<file path="src/rtl/id_stage_hs_pkg.sv">
// Shared constants for the handshaked RV32I decode stage: opcodes, branch funct3 codes,
// squash state encoding and opcode classification helpers.
package id_stage_hs_pkg;

  localparam int unsigned OPC_W = 7;
  localparam int unsigned F3_W  = 3;

  localparam logic [OPC_W-1:0] OPC_LUI    = 7'b0110111;
  localparam logic [OPC_W-1:0] OPC_AUIPC  = 7'b0010111;
  localparam logic [OPC_W-1:0] OPC_JAL    = 7'b1101111;
  localparam logic [OPC_W-1:0] OPC_JALR   = 7'b1100111;
  localparam logic [OPC_W-1:0] OPC_BRANCH = 7'b1100011;
  localparam logic [OPC_W-1:0] OPC_LOAD   = 7'b0000011;
  localparam logic [OPC_W-1:0] OPC_STORE  = 7'b0100011;
  localparam logic [OPC_W-1:0] OPC_OP_IMM = 7'b0010011;
  localparam logic [OPC_W-1:0] OPC_OP     = 7'b0110011;

  localparam logic [F3_W-1:0] F3_BEQ  = 3'b000;
  localparam logic [F3_W-1:0] F3_BNE  = 3'b001;
  localparam logic [F3_W-1:0] F3_BLT  = 3'b100;
  localparam logic [F3_W-1:0] F3_BGE  = 3'b101;
  localparam logic [F3_W-1:0] F3_BLTU = 3'b110;
  localparam logic [F3_W-1:0] F3_BGEU = 3'b111;

  typedef enum logic {
    ST_RUN    = 1'b0,
    ST_SQUASH = 1'b1
  } state_e;

  function automatic logic opc_known(input logic [OPC_W-1:0] opc);
    return (opc == OPC_LUI) || (opc == OPC_AUIPC) || (opc == OPC_JAL) ||
           (opc == OPC_JALR) || (opc == OPC_BRANCH) || (opc == OPC_LOAD) ||
           (opc == OPC_STORE) || (opc == OPC_OP_IMM) || (opc == OPC_OP);
  endfunction

  function automatic logic reads_rs1(input logic [OPC_W-1:0] opc);
    return (opc == OPC_JALR) || (opc == OPC_BRANCH) || (opc == OPC_LOAD) ||
           (opc == OPC_STORE) || (opc == OPC_OP_IMM) || (opc == OPC_OP);
  endfunction

  function automatic logic reads_rs2(input logic [OPC_W-1:0] opc);
    return (opc == OPC_BRANCH) || (opc == OPC_STORE) || (opc == OPC_OP);
  endfunction

endpackage

</file>
<file path="src/rtl/id_branch_unit.sv">
// Combinational control-transfer resolution: branch compare, target add and take decision.
module id_branch_unit
  import id_stage_hs_pkg::*;
#(
  parameter int unsigned XLEN = 32
) (
  input  logic [OPC_W-1:0] opcode_i,
  input  logic [F3_W-1:0]  funct3_i,
  input  logic [XLEN-1:0]  pc_i,
  input  logic [XLEN-1:0]  op1_i,
  input  logic [XLEN-1:0]  op2_i,
  input  logic [XLEN-1:0]  imm_i,
  output logic             take_c_o,
  output logic [XLEN-1:0]  target_c_o
);

  logic            cond;
  logic [XLEN-1:0] jalr_sum;

  assign jalr_sum = op1_i + imm_i;

  always_comb begin
    cond = 1'b0;
    case (funct3_i)
      F3_BEQ:  cond = (op1_i == op2_i);
      F3_BNE:  cond = (op1_i != op2_i);
      F3_BLT:  cond = ($signed(op1_i) <  $signed(op2_i));
      F3_BGE:  cond = ($signed(op1_i) >= $signed(op2_i));
      F3_BLTU: cond = (op1_i <  op2_i);
      F3_BGEU: cond = (op1_i >= op2_i);
      default: cond = 1'b0;
    endcase
  end

  always_comb begin
    take_c_o   = 1'b0;
    target_c_o = '0;
    case (opcode_i)
      OPC_JAL: begin
        take_c_o   = 1'b1;
        target_c_o = pc_i + imm_i;
      end
      OPC_JALR: begin
        take_c_o   = 1'b1;
        target_c_o = {jalr_sum[XLEN-1:1], 1'b0};
      end
      OPC_BRANCH: begin
        take_c_o   = cond;
        target_c_o = pc_i + imm_i;
      end
      default: ;
    endcase
  end

endmodule

</file>
<file path="src/rtl/id_stage_hs.sv">
// RV32I decode stage with folded ID/EX register, valid/ready flow control, load-use stall
// and post-redirect squash. Optional ID_FWD_EN adds EX/MEM operand forwarding.
module id_stage_hs
  import id_stage_hs_pkg::*;
#(
  parameter int unsigned XLEN  = 32,
  parameter int unsigned RAW_W = 5
) (
  input  logic              clk,
  input  logic              rst,
  input  logic              in_valid,
  output logic              in_ready,
  input  logic [XLEN-1:0]   pc_i,
  input  logic [31:0]       inst_i,
  output logic [RAW_W-1:0]  reg1_addr_o,
  output logic [RAW_W-1:0]  reg2_addr_o,
  input  logic [XLEN-1:0]   reg1_data_i,
  input  logic [XLEN-1:0]   reg2_data_i,
  input  logic              ex_load_i,
  input  logic [RAW_W-1:0]  ex_wd_i,
`ifdef ID_FWD_EN
  input  logic              ex_wreg_i,
  input  logic [XLEN-1:0]   ex_wdata_i,
  input  logic              mem_wreg_i,
  input  logic [RAW_W-1:0]  mem_wd_i,
  input  logic [XLEN-1:0]   mem_wdata_i,
`endif
  input  logic              flush_i,
  output logic              out_valid,
  input  logic              out_ready,
  output logic [XLEN-1:0]   pc_o,
  output logic [XLEN-1:0]   reg1_o,
  output logic [XLEN-1:0]   reg2_o,
  output logic [XLEN-1:0]   imm_o,
  output logic [OPC_W-1:0]  opcode_o,
  output logic [F3_W-1:0]   funct_o,
  output logic [RAW_W-1:0]  wd_o,
  output logic              wreg_o,
  output logic              illegal_o,
  output logic              redirect_o,
  output logic [XLEN-1:0]   redirect_addr_o
);

  logic [OPC_W-1:0] opc;
  logic [F3_W-1:0]  f3;
  logic [RAW_W-1:0] rd, rs1, rs2;
  logic             known, rd1, rd2;
  logic [31:0]      imm32;
  logic [XLEN-1:0]  imm, src1, src2, op1, op2, target_c;
  logic             take_c, hazard, tgt_hit, run_beat, norm_ready, fire;

  state_e           state_q, state_d;
  logic [XLEN-1:0]  tgt_q, tgt_d;
  logic             valid_q, valid_d;
  logic [XLEN-1:0]  pc_q, pc_d, reg1_q, reg1_d, reg2_q, reg2_d, imm_q, imm_d;
  logic [OPC_W-1:0] opc_q, opc_d;
  logic [F3_W-1:0]  f3_q, f3_d;
  logic [RAW_W-1:0] wd_q, wd_d;
  logic             wreg_q, wreg_d, ill_q, ill_d;

  assign opc   = inst_i[6:0];
  assign f3    = inst_i[14:12];
  assign rd    = RAW_W'(inst_i[11:7]);
  assign rs1   = RAW_W'(inst_i[19:15]);
  assign rs2   = RAW_W'(inst_i[24:20]);
  assign known = opc_known(opc);
  assign rd1   = reads_rs1(opc);
  assign rd2   = reads_rs2(opc);

  assign reg1_addr_o = rs1;
  assign reg2_addr_o = rs2;

  // Immediate per instruction format, built at 32 bits then sign-extended to XLEN.
  always_comb begin
    imm32 = '0;
    case (opc)
      OPC_JALR, OPC_LOAD, OPC_OP_IMM: imm32 = {{20{inst_i[31]}}, inst_i[31:20]};
      OPC_STORE:  imm32 = {{20{inst_i[31]}}, inst_i[31:25], inst_i[11:7]};
      OPC_BRANCH: imm32 = {{19{inst_i[31]}}, inst_i[31], inst_i[7], inst_i[30:25],
                           inst_i[11:8], 1'b0};
      OPC_LUI, OPC_AUIPC: imm32 = {inst_i[31:12], 12'b0};
      OPC_JAL:    imm32 = {{11{inst_i[31]}}, inst_i[31], inst_i[19:12], inst_i[20],
                           inst_i[30:21], 1'b0};
      default:    imm32 = '0;
    endcase
  end

  assign imm = XLEN'($signed(imm32));

`ifdef ID_FWD_EN
  // EX result wins over MEM; a load in EX has no data yet and is covered by the stall.
  always_comb begin
    src1 = reg1_data_i;
    src2 = reg2_data_i;
    if (ex_wreg_i && !ex_load_i && (ex_wd_i == rs1) && (rs1 != '0)) src1 = ex_wdata_i;
    else if (mem_wreg_i && (mem_wd_i == rs1) && (rs1 != '0))       src1 = mem_wdata_i;
    if (ex_wreg_i && !ex_load_i && (ex_wd_i == rs2) && (rs2 != '0)) src2 = ex_wdata_i;
    else if (mem_wreg_i && (mem_wd_i == rs2) && (rs2 != '0))       src2 = mem_wdata_i;
  end
`else
  assign src1 = reg1_data_i;
  assign src2 = reg2_data_i;
`endif

  assign op1 = rd1 ? src1 : '0;
  assign op2 = rd2 ? src2 : '0;

  id_branch_unit #(.XLEN(XLEN)) u_branch (
    .opcode_i   (opc),
    .funct3_i   (f3),
    .pc_i       (pc_i),
    .op1_i      (op1),
    .op2_i      (op2),
    .imm_i      (imm),
    .take_c_o   (take_c),
    .target_c_o (target_c)
  );

  assign hazard = ex_load_i && (ex_wd_i != '0) &&
                  ((rd1 && (rs1 == ex_wd_i)) || (rd2 && (rs2 == ex_wd_i)));

  // While squashing, only the redirect target is a real beat; everything else is drained.
  assign tgt_hit    = (pc_i == tgt_q);
  assign run_beat   = (state_q == ST_RUN) || tgt_hit;
  assign norm_ready = !flush_i && !hazard && (!valid_q || out_ready);
  assign in_ready   = !rst && (run_beat ? norm_ready : !flush_i);
  assign fire       = in_valid && in_ready && run_beat;

  assign redirect_o      = fire && take_c;
  assign redirect_addr_o = redirect_o ? target_c : '0;

  always_comb begin
    state_d = state_q;
    tgt_d   = tgt_q;
    valid_d = valid_q;
    pc_d    = pc_q;
    reg1_d  = reg1_q;
    reg2_d  = reg2_q;
    imm_d   = imm_q;
    opc_d   = opc_q;
    f3_d    = f3_q;
    wd_d    = wd_q;
    wreg_d  = wreg_q;
    ill_d   = ill_q;
    if (flush_i) begin
      valid_d = 1'b0;
      state_d = ST_RUN;
    end else if (fire) begin
      valid_d = 1'b1;
      pc_d    = pc_i;
      reg1_d  = op1;
      reg2_d  = op2;
      imm_d   = imm;
      opc_d   = opc;
      f3_d    = f3;
      wd_d    = rd;
      wreg_d  = known && (rd != '0) && (opc != OPC_BRANCH) && (opc != OPC_STORE);
      ill_d   = !known;
      if (take_c) begin
        state_d = ST_SQUASH;
        tgt_d   = target_c;
      end else begin
        state_d = ST_RUN;
      end
    end else if (out_ready) begin
      valid_d = 1'b0;
    end
  end

  always_ff @(posedge clk) begin
    if (rst) begin
      state_q <= ST_RUN;
      tgt_q   <= '0;
      valid_q <= 1'b0;
      pc_q    <= '0;
      reg1_q  <= '0;
      reg2_q  <= '0;
      imm_q   <= '0;
      opc_q   <= '0;
      f3_q    <= '0;
      wd_q    <= '0;
      wreg_q  <= 1'b0;
      ill_q   <= 1'b0;
    end else begin
      state_q <= state_d;
      tgt_q   <= tgt_d;
      valid_q <= valid_d;
      pc_q    <= pc_d;
      reg1_q  <= reg1_d;
      reg2_q  <= reg2_d;
      imm_q   <= imm_d;
      opc_q   <= opc_d;
      f3_q    <= f3_d;
      wd_q    <= wd_d;
      wreg_q  <= wreg_d;
      ill_q   <= ill_d;
    end
  end

  assign out_valid = valid_q;
  assign pc_o      = pc_q;
  assign reg1_o    = reg1_q;
  assign reg2_o    = reg2_q;
  assign imm_o     = imm_q;
  assign opcode_o  = opc_q;
  assign funct_o   = f3_q;
  assign wd_o      = wd_q;
  assign wreg_o    = wreg_q;
  assign illegal_o = ill_q;

endmodule

</file>
<file path="config.mk">
export PLATFORM = sky130hd
export DESIGN_NAME = id_stage_hs
export DESIGN_NICKNAME = d
export VERILOG_FILES = /design/src/rtl/id_stage_hs_pkg.sv /design/src/rtl/id_branch_unit.sv /design/src/rtl/id_stage_hs.sv
export SDC_FILE = /design/constraint.sdc
export NUM_CORES = 1
export LEC_CHECK = 0
export ABC_AREA = 1
export CAP_MARGIN = 20
export CORE_MARGIN = 2
export CORE_UTILIZATION = 47
export CTS_BUF_LIST = sky130_fd_sc_hd__clkbuf_16
export DETAILED_ROUTE_END_ITERATION = 12
export PLACE_DENSITY = 0.78
export SLEW_MARGIN = 25
export SYNTH_ARGS = -nofsm -noshare
export SYNTH_HDL_FRONTEND = slang
export SYNTH_SLANG_ARGS = --single-unit
</file>
<file path="constraint.sdc">
create_clock -name clk -period 7.55 [get_ports clk]
set_clock_uncertainty 0.15 [all_clocks]
set_input_delay 1.1325 -clock clk [delete_from_list [all_inputs] [get_ports clk]]
set_output_delay 1.1325 -clock clk [all_outputs]
set_load 0.1 [all_outputs]
</file>
==> flow_results.org <==
** Setup path
- Reg2Reg Setup Slack :: 4.19 ns
- Maximum fanout count along the critical path :: 13
- CP Capture Type :: output port
- Startpoint types :: input port
- The largest individual stage delay along the critical path comes from the cell clkdlybuf4s50_1.
- The worst setup path is of the in -> out kind.
- Critical path arrival :: 5.82 ns
- RR Startpoint :: tgt_q[25]
- Among the stages of the critical path, the cell type that occurs most often is nand2_1.
- STA puts the critical path data required time at 6.27 ns.
- Maximum cell stage delay along the critical path :: 0.56 ns
- R2R cell count :: 11
- The worst register-to-register path ends at reg2_o[9].

** Timing
- For the pin with the worst max-slew slack, the measured transition is 1.07 ns.
- The worst path uses 94.1% of the clock period.
- Slew HR :: 28.7%
- Setup violations remaining at the end of the flow were counted as 0.
- Post-layout min period :: 7.11 ns
- Fin. max-slew vios :: 0
- Unrepaired setup endpoints after global routing :: no
- Achievable clock frequency :: 0.141 GHz
- Final Worst Setup Slack :: 0.445 ns
- The final hold violation count came to 0.
- Setup total negative slack on the finished layout was measured at 0 ns.
- Across all hold checks on the routed design, the worst slack comes to 0.315 ns.

** Yosys
- Per-instance average area after synthesis :: 6.41 µm²
- Of the synthesized area, sequential elements account for 28.4%.
- The netlist uses 56 different library cells.
- Largest area contributor in the netlist :: dfxtp_1
- After technology mapping, the gate count stands at 1,970.
- In the synthesized netlist the async set-or-reset flop fraction comes to 0%.
- Synth warn :: 0
- Ranked by total cell area, the synthesized netlist is headed by dfxtp_1 (28%), nand2_1 (15%), a21oi_1 (12%).
- Commonest register cell after synthesis :: dfxtp_1
- Post-Syn Nets :: 2,202
- Fraction of synthesized cell area taken by the top area cell type :: 28.4%
- The synthesized design contains 179 register bits.
- Counting flops with a built-in enable in the synthesized netlist gives 0.
- Total standard cell area after synthesis :: 12,600 µm²

** Hold path
- WHS Endpoint :: wd_o[0]
- Number of cells traversed by the worst hold path :: 2
- Origin of the worst min-delay path :: wd_o[0]
- Type of the tightest min-delay check :: reg -> reg

** Detailed routing
- After detailed routing, the number of remaining DRC violations is 0.
- Wires add up to 53,100 µm.
- Mean routed wirelength per cell :: 20.4 µm
- Avg Vias per Cell :: 5.70
- Via count :: 14,825
- The count of nets left with antenna violations once routing finished came out at 0.
- Detailed router's first-iteration violation count :: 1,457
- Drt pass-1 iters :: 6

** Place
- Gpl congestion :: 1.05
- Setup WS pre-CTS :: 0.235 ns
- Number of buffers added on ports :: 328
- Summed over all nets, the half-perimeter wirelength after detailed placement is 42,600 µm.
- Summing all placed instances gives a cell area of 16,400 µm².

** Power
- Net switching fraction of the power :: 36.4%
- Internal power contribution :: 1.64 mW
- Proportion of power drawn by combinational gates :: 24.7%
- The analysis attributes to cell leakage a power of 7.56 nW.
- Net Sw Power :: 0.940 mW
- In this run, the clock network consumes 37.0% of the power.
- Areal power density over the cells :: 151 nW/µm²
- Relative contribution of sequential cells to total power :: 38.3%
- IR analysis of the VDD net gives a maximum drop of 0.138 mV.

** CTS
- Number of clock buffers inserted by TritonCTS :: 17
- The later pin in the worst-skew pair is clocked with a latency of 0.44 ns.
- Clock tree from TritonCTS :: built
- Total clock sinks :: 179
- Number of H-tree levels :: 4
- After clock tree synthesis, the clock-pin slew on the worst setup and hold paths is 0.08 ns.
- Counting along the longest clock path gives a buffer depth of 2.
- The root buffer cell chosen for the clock tree is clkbuf_16.

** Layout
- In the final design database the tool counted 2,484 nets.
- Commonest non-fill, non-tap cell in the layout :: nand2_1
- Fraction of final layout cells with drive strength greater than 1 :: 5.65%
- Commonest cells after routing, fill and taps aside :: nand2_1 (500), a21oi_1 (294), clkdlybuf4s50_1 (294), inv_1 (189), dfxtp_1 (179)
- The repair_antennas step left the layout with diodes totalling 0.
- Final Cell Area :: 17,000 µm²
- Area overhead of the layout relative to synthesis :: 35.0%

** Global routing
- Initial antenna violation count :: 0
- Number of global-route vias before repair :: 13,984
- The first global-routing pass estimated 78,600 µm of wire.
- Total global routing track utilization :: 36.2%
- Entering global routing, the biggest net connects 221 pins.
- Global routing finished with a remaining overflow of 0.

** Die
- Starting Density :: 48.2%
- After floorplanning, the core was sized to cover 26,200 µm².
- The die covers 28,200 µm².
- Vertical extent of the die :: 168 µm
- 329 I/O pins were placed.
- Die Width :: 168 µm
- Row generation in the floorplan step produced 59 rows.

** Outcome
- The run finished with clean final reports.

** Job
- Number of max-capacitance violations reported :: 0
[worst max path at each step]
stage | from | to | slack [ns] | depth (start not counted)
2_1_floorplan | inst_i[5] | redirect_addr_o[29] | 0.53 | 13
3_3_place_gp | inst_i[4] | redirect_addr_o[21] | 0.31 | 28
3_5_place_dp | inst_i[4] | redirect_addr_o[21] | 0.24 | 28
4_1_cts | inst_i[4] | redirect_addr_o[21] | 0.20 | 28
5_1_grt | inst_i[4] | redirect_addr_o[21] | 0.03 | 28
6_report | inst_i[4] | redirect_addr_o[21] | 0.44 | 28
[logic make-up after synthesis]
group / Yosys count / share of synthesized area, %
compound gates: 514 / 21.9
flops: 179 / 28.4
xor+xnor: 38 / 2.64
simple gates: 863 / 28.6
fa+ha+maj: 93 / 9.34
buf+inv: 283 / 9.15
[flip-flops by register name, summed over array words and instances (netlist names)]
register / cells
funct_o: 3
illegal_o: 1
imm_o: 32
opcode_o: 7
out_valid: 1
pc_o: 32
reg1_o: 32
reg2_o: 32
state_q: 1
tgt_q: 32
wd_o: 5
wreg_o: 1
[cells in the mapped netlist, types with 7 or more instances]
master,instances
xnor2_1,29
buf_4,11
nand2_1,501
o21ai_0,147
nand4_1,24
inv_1,189
nor4_1,7
dfxtp_1,179
nor2_1,173
nand3_1,92
o21a_1,9
xor2_1,9
nor3_1,23
a31oi_1,16
o21bai_1,9
a21oi_1,294
ha_1,91
buf_2,29
or2_2,14
nand3b_1,8
clkbuf_1,44
[stage by stage]
| stage | utilization [%] | instances | power (mW) |
|---|---|---|---|
| after global placement | 62.6 | 2568 | 1.63 |
| final | 65.0 | 2599 | 2.58 |
| after CTS | 65.0 | 2599 | 2.57 |
| after global routing | 65.0 | 2599 | 2.66 |
| after floorplan | - | 1970 | 1.42 |
| after detailed placement | 62.6 | 2568 | 1.64 |
[area by class of cell]
type	instances	area (µm²)
repair buffers	350	3790
clock buffers	17	425
clock inverters	14	185
flip-flops and latches	179	3580
multi-input cells	1508	7900
well taps	335	419
inverters	196	741
fillers	2398	9170
[critical path, delay by kind of cell]
kind,cells,cell delay (ns)
compound gates,6,1.43
buf+inv,7,1.26
simple gates,14,1.65
fa+ha+maj,1,0.30
[power by group through the flow]
stage / Sequential [mW] / Combinational (mW) / Clock, mW
2_1_floorplan: 1.21 / 0.209 / 0
3_3_place_gp: 1.01 / 0.624 / 0
3_5_place_dp: 1.01 / 0.628 / 0
4_1_cts: 0.988 / 0.631 / 0.956
5_1_grt: 0.992 / 0.668 / 0.998
6_report: 0.989 / 0.636 / 0.956
[repair_timing]
item / in CTS / in global routing
endpoints found under the setup margin: 0 / 8
resized for setup: 0 / 3
setup buffers: 0 / 0
hold buffers: 0 / 0
[routing by layer]
layer  share of wire [%]  wire (µm)  track usage (%)  up-vias
li1                    -          -                -     7123
met4                 5.3       2830             18.2        0
met2                  45      23800             59.4      764
met3                 8.8       4670             6.25      130
met5                   0          0                0        -
met1                  41      21800             45.9     6808
Note: power is estimated with default switching activity, not from simulation.
